--- config.mk ---
export PLATFORM = sky130hd
export DESIGN_NAME = cpu_rmw_seq
export DESIGN_NICKNAME = d
export VERILOG_FILES = /design/src/rtl/cpu_pkg.sv /design/src/rtl/cpu_rmw_seq.sv
export SDC_FILE = /design/constraint.sdc
export NUM_CORES = 1
export LEC_CHECK = 0
export BUFFER_PORTS_ARGS = -buffer_cell sky130_fd_sc_hd__buf_4
export CAP_MARGIN = 40
export CORE_MARGIN = 4
export CORE_UTILIZATION = 43
export CTS_CLUSTER_DIAMETER = 100
export DETAILED_ROUTE_END_ITERATION = 12
export GPL_ROUTABILITY_DRIVEN = 0
export PLACE_DENSITY = 0.76
export SETUP_SLACK_MARGIN = 0.02
export SYNTH_ARGS = -nofsm -noshare
export SYNTH_HDL_FRONTEND = slang
export SYNTH_SLANG_ARGS = --single-unit
--- constraint.sdc ---
create_clock -name clk -period 1.6 [get_ports clk]
set_input_delay 0.08 -clock clk [delete_from_list [all_inputs] [get_ports clk]]
set_output_delay 0.08 -clock clk [all_outputs]
set_load 0.01 [all_outputs]
--- src/rtl/cpu_pkg.sv ---
// Shared CPU-core definitions used by the read-modify-write sequencer.
//
// Contents:
//   ALU_* constants   - opcode encoding on the ALU op bus
//   rmw_op_e          - memory RMW operation selected by the decoder
//   rmw_state_e       - RMW sequencer FSM states
//   alu_ctl_t         - ALU op / operand B / carry-in bundle
//   rmw_op_valid()    - true for the six implemented RMW operations
//   rmw_is_shift()    - true for ASL/LSR/ROL/ROR (those update P.C)
//   rmw_alu_map()     - RMW operation to ALU control mapping
package cpu_pkg;

    localparam logic [2:0] ALU_ADD = 3'd0;
    localparam logic [2:0] ALU_SUB = 3'd1;
    localparam logic [2:0] ALU_AND = 3'd2;
    localparam logic [2:0] ALU_XOR = 3'd3;
    localparam logic [2:0] ALU_OR  = 3'd4;
    localparam logic [2:0] ALU_SHR = 3'd5;
    localparam logic [2:0] ALU_SHL = 3'd6;

    typedef enum logic [2:0] {
        RMW_ASL = 3'd0,
        RMW_LSR = 3'd1,
        RMW_ROL = 3'd2,
        RMW_ROR = 3'd3,
        RMW_INC = 3'd4,
        RMW_DEC = 3'd5
    } rmw_op_e;

    typedef enum logic [1:0] {
        IDLE     = 2'd0,
        READ     = 2'd1,
        DUMMY_WR = 2'd2,
        WRITE    = 2'd3
    } rmw_state_e;

    typedef struct packed {
        logic [2:0] op;
        logic [7:0] b;
        logic       cin;
    } alu_ctl_t;

    function automatic logic rmw_op_valid(input logic [2:0] op);
        return (op <= 3'd5);
    endfunction

    function automatic logic rmw_is_shift(input rmw_op_e op);
        return (op == RMW_ASL) || (op == RMW_LSR) ||
               (op == RMW_ROL) || (op == RMW_ROR);
    endfunction

    // Rotates feed the latched carry into the vacated bit; plain shifts feed 0.
    // DEC uses cin=1 because the ALU subtract computes a - b - !cin.
    function automatic alu_ctl_t rmw_alu_map(input rmw_op_e op, input logic c);
        alu_ctl_t ctl;
        ctl = '{op: ALU_ADD, b: 8'h00, cin: 1'b0};
        case (op)
            RMW_ASL: ctl = '{op: ALU_SHL, b: 8'h00, cin: 1'b0};
            RMW_ROL: ctl = '{op: ALU_SHL, b: 8'h00, cin: c};
            RMW_LSR: ctl = '{op: ALU_SHR, b: 8'h00, cin: 1'b0};
            RMW_ROR: ctl = '{op: ALU_SHR, b: 8'h00, cin: c};
            RMW_INC: ctl = '{op: ALU_ADD, b: 8'h01, cin: 1'b0};
            RMW_DEC: ctl = '{op: ALU_SUB, b: 8'h01, cin: 1'b1};
            default: ctl = '{op: ALU_ADD, b: 8'h00, cin: 1'b0};
        endcase
        return ctl;
    endfunction

endpackage

--- src/rtl/cpu_rmw_seq.sv ---
// Read-modify-write sequencer for the 2A03 CPU core (ALU initiator side).
// Runs the memory phases of ASL/LSR/ROL/ROR/INC/DEC on a memory operand:
// read, dummy write of the original value, write of the modified value.
//
// Ports:
//   clk, rst_n                 clock, asynchronous active-low reset
//   start, op_addr, rmw_op     request from the decoder (sampled when idle)
//   carry_flag                 current P.C, sampled with start
//   bus_addr/we/wdata          bus request, all registered
//   bus_rdata, bus_rdy         read data and RDY (stalls reads only)
//   alu_a/b/op/cin             ALU operands and op, held outside DUMMY_WR
//   alu_out, alu_carry         combinational ALU result
//   busy, done                 not-idle indicator, final-write pulse
//   flag_n/z/c, flag_c_we      result flags for the status register
//
// Only DATA_W=8 is supported; the ALU interface is fixed at 8 bits.
module cpu_rmw_seq
    import cpu_pkg::*;
#(
    parameter int ADDR_W = 16,
    parameter int DATA_W = 8
) (
    input  logic              clk,
    input  logic              rst_n,
    input  logic              start,
    input  logic [ADDR_W-1:0] op_addr,
    input  logic [2:0]        rmw_op,
    input  logic              carry_flag,
    output logic [ADDR_W-1:0] bus_addr,
    output logic              bus_we,
    output logic [DATA_W-1:0] bus_wdata,
    input  logic [DATA_W-1:0] bus_rdata,
    input  logic              bus_rdy,
    output logic [7:0]        alu_a,
    output logic [7:0]        alu_b,
    output logic [2:0]        alu_op,
    output logic              alu_cin,
    input  logic [7:0]        alu_out,
    input  logic              alu_carry,
    output logic              busy,
    output logic              done,
    output logic              flag_n,
    output logic              flag_z,
    output logic              flag_c,
    output logic              flag_c_we
);

    rmw_state_e state;
    rmw_op_e    lat_op;
    logic       lat_c;
    logic [7:0] tmp;
    logic [7:0] res;
    logic       cres;
    alu_ctl_t   ctl;

    // ALU control is a pure function of the latched request; it is loaded
    // into the alu_* registers on entry to DUMMY_WR so the ALU settles there.
    assign ctl   = rmw_alu_map(lat_op, lat_c);
    assign alu_a = tmp;
    assign busy  = (state != IDLE);

    always_ff @(posedge clk or negedge rst_n) begin
        if (!rst_n) begin
            state     <= IDLE;
            lat_op    <= RMW_ASL;
            lat_c     <= 1'b0;
            tmp       <= 8'h00;
            res       <= 8'h00;
            cres      <= 1'b0;
            bus_addr  <= '0;
            bus_we    <= 1'b0;
            bus_wdata <= '0;
            alu_b     <= 8'h00;
            alu_op    <= ALU_ADD;
            alu_cin   <= 1'b0;
            done      <= 1'b0;
            flag_n    <= 1'b0;
            flag_z    <= 1'b0;
            flag_c    <= 1'b0;
            flag_c_we <= 1'b0;
        end else begin
            done      <= 1'b0;
            flag_c_we <= 1'b0;
            case (state)
                IDLE: begin
                    bus_we <= 1'b0;
                    // Reserved opcodes are dropped here rather than run as a no-op.
                    if (start && rmw_op_valid(rmw_op)) begin
                        lat_op   <= rmw_op_e'(rmw_op);
                        lat_c    <= carry_flag;
                        bus_addr <= op_addr;
                        state    <= READ;
                    end
                end
                READ: begin
                    bus_we <= 1'b0;
                    if (bus_rdy) begin
                        tmp       <= bus_rdata[7:0];
                        bus_we    <= 1'b1;
                        bus_wdata <= bus_rdata;
                        alu_b     <= ctl.b;
                        alu_op    <= ctl.op;
                        alu_cin   <= ctl.cin;
                        state     <= DUMMY_WR;
                    end
                end
                DUMMY_WR: begin
                    // Writes never stall, so bus_rdy is not consulted here.
                    res       <= alu_out;
                    cres      <= alu_carry;
                    bus_wdata <= alu_out;
                    done      <= 1'b1;
                    flag_n    <= alu_out[7];
                    flag_z    <= (alu_out == 8'h00);
                    flag_c    <= alu_carry;
                    flag_c_we <= rmw_is_shift(lat_op);
                    state     <= WRITE;
                end
                WRITE: begin
                    bus_we <= 1'b0;
                    state  <= IDLE;
                end
                default: begin
                    bus_we <= 1'b0;
                    state  <= IDLE;
                end
            endcase
        end
    end

    // res/cres keep the last result for debug visibility only.
    logic unused_res;
    assign unused_res = ^{res, cres};

endmodule

==> flow_summary_export.csv, run 1 <==
group,metric,value,unit
sta,hold_viol,0,
status,status,"finished, final reports clean",
cells_and_area,final_nets,326,
cells_and_area,drive_gt1_share,46.10,%
routing,ant_nets,0,
floorplanning,core_area,4817,um^2
critical_path,slowest_stage,"dfrtp_1",
sta,tns,0,ps
clock_tree,post_cts_buffers,0,
critical_path,critPathBufInv,2,
sta,max_slew_margin,59.65,%
clock_tree,root_buffer,"clkbuf_8",
routing,drt_iter0_markers,82,
routing,vias,1666,
logic_synthesis,synth_area,2187,um^2
sta,worst_slew_pin_slew,605.3,ps
critical_path,cp_data_required_time,1790,ps
critical_path,critPathMaxFanout,10,
cells_and_area,layout-area-overhead-vs-synth,45.37,%
clock_tree,cts.path.max_buffers,2,
sta,rsz0062_at_grt,"true",
clock_tree,numCtsBuffers,5,
sta,timing.final.max_slew_violations,0,
routing,drt_drc_violations_left,0,
clock_tree,cts.sinks,49,
floorplanning,ios,92,
placed_design,io_buffer_count,84,
min_path,min_to,"bus_addr[6]",
global_route,grt_pass1_wl,8.549,mm
critical_path,reg2reg_from,"state[0]",
sta,finalCriticalPeriod,1504,ps
critical_path,reg2reg_to,"bus_addr[2]",
power,p_per_area,1899,nW/um^2
cells_and_area,n_antenna_cell,0,
routing,dr.pass1.iters,4,
clock_tree,path_clk_slew,90,ps
routing,drt_wl_total,5.239,mm
logic_synthesis,ys_warn_count,0,
critical_path,worst-setup-path-type,"reg2reg",
logic_synthesis,ys_types,27,
critical_path,reg2reg_depth,5,
min_path,hold_path.startpoint,"op_addr[6]",
min_path,hp-class,"in2reg",
critical_path,max_stage_delay,410,ps
routing,routedWlPerCell,15.01,um
sta,setup_ws,95.89,ps
logic_synthesis,synth-seq-cells,49,
floorplanning,row_count,25,
critical_path,end_kind,"flip-flop",
logic_synthesis,syn_area_per_cell,12.64,um^2
run,cap_violations,0,
logic_synthesis,synthCells,173,
power,power,6.038,mW
clock_tree,cts_tree,"built",
routing,via_per_inst,4.774,
sta,clock_skew,5.216,ps
critical_path,cp_common_cell,"inv_1",
sta,timing.hold.ws,8.134,ps
critical_path,critical_path.top_delay_family,"flip-flops",
global_route,antenna_found_initial,0,
global_route,globalRoute.totalOverflow,0,
sta,setup_viol,0,
logic_synthesis,seq_area_frac_synth,56.06,%
floorplanning,die_w,79.32,um
critical_path,start_kind,"flip-flop",
critical_path,cp.arrival,1700,ps
power,power.leakage,1.650,nW
critical_path,crit_chain,"inv_1, ha_1, inv_1, or2_4, mux2_4",
floorplanning,die_h,79.32,um
sta,max_freq,0.6648,GHz
global_route,grt_start_max_net_pins,50,
min_path,min_path_cells,2,
clock_tree,clock_latency,300,ps
floorplanning,start_util,45.40,%
global_route,grt_usage,17.65,%
placed_design,dpl.hpwl,3.727,mm
critical_path,ff2ff_setup_slack,100,ps
floorplanning,die-area,6292,um^2
sta,period_share,94.01,%
power,vdd_drop_max,0.001129,V
global_route,grt_pass1_vias,1671,
clock_tree,htree_levels,2,
placed_design,pre_cts_ws,51.21,ps
-- cell usage after synthesis (all sizes together) --
| master | n | area [um^2] |
|---|---|---|
| nand2b | 9 | 56.30 |
| nand3 | 9 | 45.04 |
| a221o | 8 | 80.08 |
| nand3b | 1 | 7.510 |
| ha | 4 | 50.05 |
| a21o | 1 | 7.510 |
| and2b | 1 | 7.510 |
| inv | 5 | 18.77 |
| mux2 | 24 | 345.3 |
| o21ai | 5 | 25.02 |
| dfrtp | 49 | 1226 |
| or2 | 1 | 8.760 |
| a21oi | 9 | 45.04 |
| clkbuf | 2 | 8.750 |
| o31ai | 1 | 7.510 |
| conb | 1 | 3.750 |
| nor2b | 2 | 12.51 |
| a21bo | 1 | 10.01 |
| nand2 | 22 | 82.58 |
| a211oi | 1 | 7.510 |
| o32a | 1 | 10.01 |
| nor4 | 2 | 12.51 |
| buf | 14 | 108.9 |
-- cell families after synthesis --
| logic type | count (synthesis) | synth area share [%] |
|---|---|---|
| flops | 49 | 56.06 |
| simple gates | 47 | 10.64 |
| compound gates | 27 | 8.810 |
| mux | 24 | 15.79 |
| buf+inv | 21 | 6.235 |
| fa+ha+maj | 4 | 2.288 |
| other cells | 1 | 0.1715 |
-- where the power goes --
group          leakage (nW)  switching [mW]  internal [mW]
sequential            0.601           0.390           1.84
clock                0.0543           0.423          0.468
combinational         0.995            1.21           1.71
-- placed cells by master, fill, tap and decap left out, drive strengths merged --
master       netlist  final
nor4               2      2
buf               14     93
o21ai              5      5
o31ai              1      1
dlygate4sd3        0     17
bufinv             0      1
and2b              1      1
conb               1      7
a21o               1      1
inv                5      5
a21oi              9      9
a211oi             1      1
clkbuf             2      5
o32a               1      1
or2                1      2
dfrtp             49     49
clkinvlp           0      1
nand3b             1      1
nand2b             9      9
ha                 4      4
nor2b              2      2
clkinv             0      1
a221o              8      8
nand3              9      9
nand2             22     22
mux2              24     24
a21bo              1      1
-- sequential cells by signal, summed over array words and instances, names as in the netlist, 2 cells and up --
name	count
bus_addr	16
alu_a	8
bus_wdata	8
alu_op	3
lat_op	3
state	2
-- stage by stage --
| step | std cells | utilization [%] | area [um^2] |
|---|---|---|---|
| 3_5_place_dp | 323 | 59.82 | 2882 |
| 2_1_floorplan | 179 | - | 2217 |
| 6_report | 349 | 66.00 | 3179 |
| 4_1_cts | 348 | 65.74 | 3167 |
| 5_1_grt | 349 | 66.00 | 3179 |
| 3_3_place_gp | 323 | 59.82 | 2882 |
-- layout make-up --
type / instances / area (um^2)
Inverter: 5 / 18.77
Tap cell: 67 / 83.83
Clock buffer: 5 / 68.82
Multi-Input combinational cell: 110 / 867.1
Clock inverter: 3 / 46.29
Sequential cell: 49 / 1226
Timing Repair Buffer: 110 / 868.3
Fill cell: 423 / 1638
-- metal layers --
| layer | up-vias | routed length [um] | global-route usage, % | share of wire (%) |
|---|---|---|---|---|
| li1 | 805 | - | - | - |
| met1 | 813 | 2153 | 23.45 | 41 |
| met2 | 44 | 2769 | 29.29 | 53 |
| met3 | 4 | 271 | 3.175 | 5.2 |
| met4 | 0 | 44 | 5.670 | 0.84 |
| met5 | - | 0 | 0 | 0 |
-- worst max path at each step --
stage,to,slack [ps],from,cells after the start
finish,bus_addr[2],100,state[0],5
global route,bus_wdata[2],20,state[1],6
CTS,bus_addr[9],40,state[0],5
detailed placement,bus_addr[9],50,state[0],5
global placement,bus_addr[15],90,state[0],5
floorplan,state[1],30,state[1],7
-- repair_timing --
item | in CTS | in global routing
hold buffers | 17 | 0
endpoints found under the setup margin | 0 | 28
hold endpoints to repair | 65 | 0
resized for setup | 0 | 3
(Power assumes the default switching activity.)
==> run 2, diff against run 1 <==
--- a/config.mk
+++ b/config.mk
@@ -9,9 +9,10 @@
 export CAP_MARGIN = 40
 export CORE_MARGIN = 4
-export CORE_UTILIZATION = 43
+export CORE_UTILIZATION = 44
+export CTS_BUF_LIST = sky130_fd_sc_hd__clkbuf_2 sky130_fd_sc_hd__clkbuf_4 sky130_fd_sc_hd__clkbuf_8
 export CTS_CLUSTER_DIAMETER = 100
 export DETAILED_ROUTE_END_ITERATION = 12
 export GPL_ROUTABILITY_DRIVEN = 0
-export PLACE_DENSITY = 0.76
+export PLACE_DENSITY = 0.77
 export SETUP_SLACK_MARGIN = 0.02
 export SYNTH_ARGS = -nofsm -noshare
==> constraint.sdc (replaced) <==
create_clock -name clk -period 1.6 [get_ports clk]
set_input_delay 0.08 -clock clk [delete_from_list [all_inputs] [get_ports clk]]
set_output_delay 0.08 -clock clk [all_outputs]
set_load 0.1 [all_outputs]
==> run 2 against run 1 <==
  * Worst hold slack lost 1.1 ps
  * Clock-buffer cell count did not move
  * Highest routed layer unchanged
  * Routed wire length increased by 3.6%
  * Flip-flop and latch count unchanged
  * Critical path depth did not move
  * Non-clock buffer count grew 1
  * Sequential share of layout area decreased by 0.061 points
==> flow_summary_export.csv, run 2 (same netlist as run 1, synthesis figures left out) <==
group,metric,value,unit
cells_and_area,max_flop_register,"bus_addr",
status,status,"finished, final reports clean",
cells_and_area,fillers,374,
floorplanning,ios,92,
sta,setup_ws,51.68,ps
floorplanning,die_h,78.51,um
routing,drt_wl_total,5.425,mm
floorplanning,core_area,4755,um^2
run,cap_violations,0,
floorplanning,die-area,6163,um^2
floorplanning,row_count,25,
clock_tree,root_buffer,"clkbuf_8",
critical_path,start_kind,"flip-flop",
cells_and_area,seq_area,1226,um^2
global_route,grt_start_max_net_pins,50,
sta,hold_viol,0,
routing,dr.pass1.iters,4,
critical_path,worst-setup-path-type,"reg2reg",
critical_path,ff2ff_setup_slack,50,ps
routing,ant_nets,0,
sta,worst_slew_pin_slew,601.3,ps
critical_path,reg2reg_to,"lat_op[1]",
cells_and_area,drive_gt1_share,47.54,%
sta,period_share,96.77,%
sta,finalCriticalPeriod,1548,ps
sta,rsz0062_at_grt,"true",
critical_path,cp_data_required_time,1800,ps
global_route,antenna_found_initial,0,
routing,vias,1692,
clock_tree,path_clk_slew,90,ps
routing,drt_iter0_markers,91,
clock_tree,cts.path.max_buffers,2,
critical_path,worstSetupEndpoint,"lat_op[1]",
cells_and_area,multi_input_area,884.6,um^2
global_route,grt_pass1_vias,1674,
critical_path,reg2reg_from,"state[0]",
cells_and_area,layout-area-overhead-vs-synth,45.59,%
routing,drt_drc_violations_left,0,
sta,max_freq,0.6459,GHz
cells_and_area,mostFrequentLayoutCells,"93 x buf_4, 49 x dfrtp_1, 21 x nand2_1",
clock_tree,cts_tree,"built",
placed_design,dpl.hpwl,3.725,mm
placed_design,io_buffer_count,84,
critical_path,cp.arrival,1740,ps
critical_path,startpoint,"state[0]",
global_route,globalRoute.totalOverflow,0,
routing,routedWlPerCell,15.41,um
min_path,hp-class,"in2reg",
global_route,grt_pass1_wl,8.293,mm
sta,tns,0,ps
sta,timing.final.max_slew_violations,0,
clock_tree,clock_latency,310,ps
clock_tree,htree_levels,2,
critical_path,reg2reg_depth,5,
critical_path,end_kind,"flip-flop",
placed_design,pre_cts_ws,16.22,ps
routing,via_per_inst,4.807,
cells_and_area,largest_reg_flops,16,
clock_tree,numCtsBuffers,5,
clock_tree,cts.sinks,49,
floorplanning,die_w,78.51,um
critical_path,critPathMaxFanout,10,
sta,max_slew_margin,59.92,%
global_route,grt_usage,17.38,%
cells_and_area,final_nets,328,
sta,setup_viol,0,
cells_and_area,layout_commonest_cell,"buf_4",
floorplanning,start_util,46.00,%
sta,clock_skew,6.974,ps
-- run 2: layout make-up --
cell class              instances  area share (%)
inverters                       5          0.7073
clock buffers                   5           2.161
flip-flops and latches         49           38.51
well taps                      67           2.633
multi-input cells             111           27.78
clock inverters                 3          0.5501
diodes                          1         0.07859
repair buffers                111           27.58
-- run 2: layer usage --
metal	GRT usage, %	vias to the layer above	wire [um]
met3	3.899	10	241
met5	0	-	0
met4	5.944	0	117
li1	-	811	-
met1	21.08	826	2074
met2	30.31	45	2992
-- run 2: worst min path at each step --
stage	startpoint	end	slack (ps)	cells past startpoint
finish	op_addr[9]	bus_addr[9]	7	2
global route	rmw_op[1]	lat_op[1]	1	2
CTS	op_addr[12]	bus_addr[12]	0.5	2
detailed placement	rst_n	bus_addr[0]	130	1
global placement	rst_n	bus_addr[15]	130	1
floorplan	rst_n	alu_a[0]	-220	0
-- run 2: per-stage QoR --
| stage | cells | hold slack, ps | utilization, % | area [um^2] |
|---|---|---|---|---|
| final | 352 | 7.038 | 66.97 | 3184 |
| after global routing | 351 | 1.064 | 66.92 | 3182 |
| after CTS | 346 | 0.4513 | 65.79 | 3128 |
| after detailed placement | 322 | 133.3 | 60.63 | 2883 |
| after global placement | 322 | 129.9 | 60.63 | 2883 |
| after floorplan | 179 | -215.6 | - | 2226 |
-- run 2: repair_timing --
item / in CTS / in global routing
gates resized for setup: 1 / 4
setup buffers: 0 / 1
endpoints found under the hold margin: 63 / 3
cloned: 1 / 1
hold buffers: 15 / 3
endpoints found under the setup margin: 18 / 29
-- run 2: critical path, stage by stage (launching register included) --
cell and delay (ps):
dfrtp_1 420, inv_2 100, ha_4 160, clkinvlp_4 110
or2_4 330, mux2_4 320
Power of run 2 is left out: the tool's default activity adds up to more than one toggle a clock period on the data nets, which glitch-free logic cannot reach.
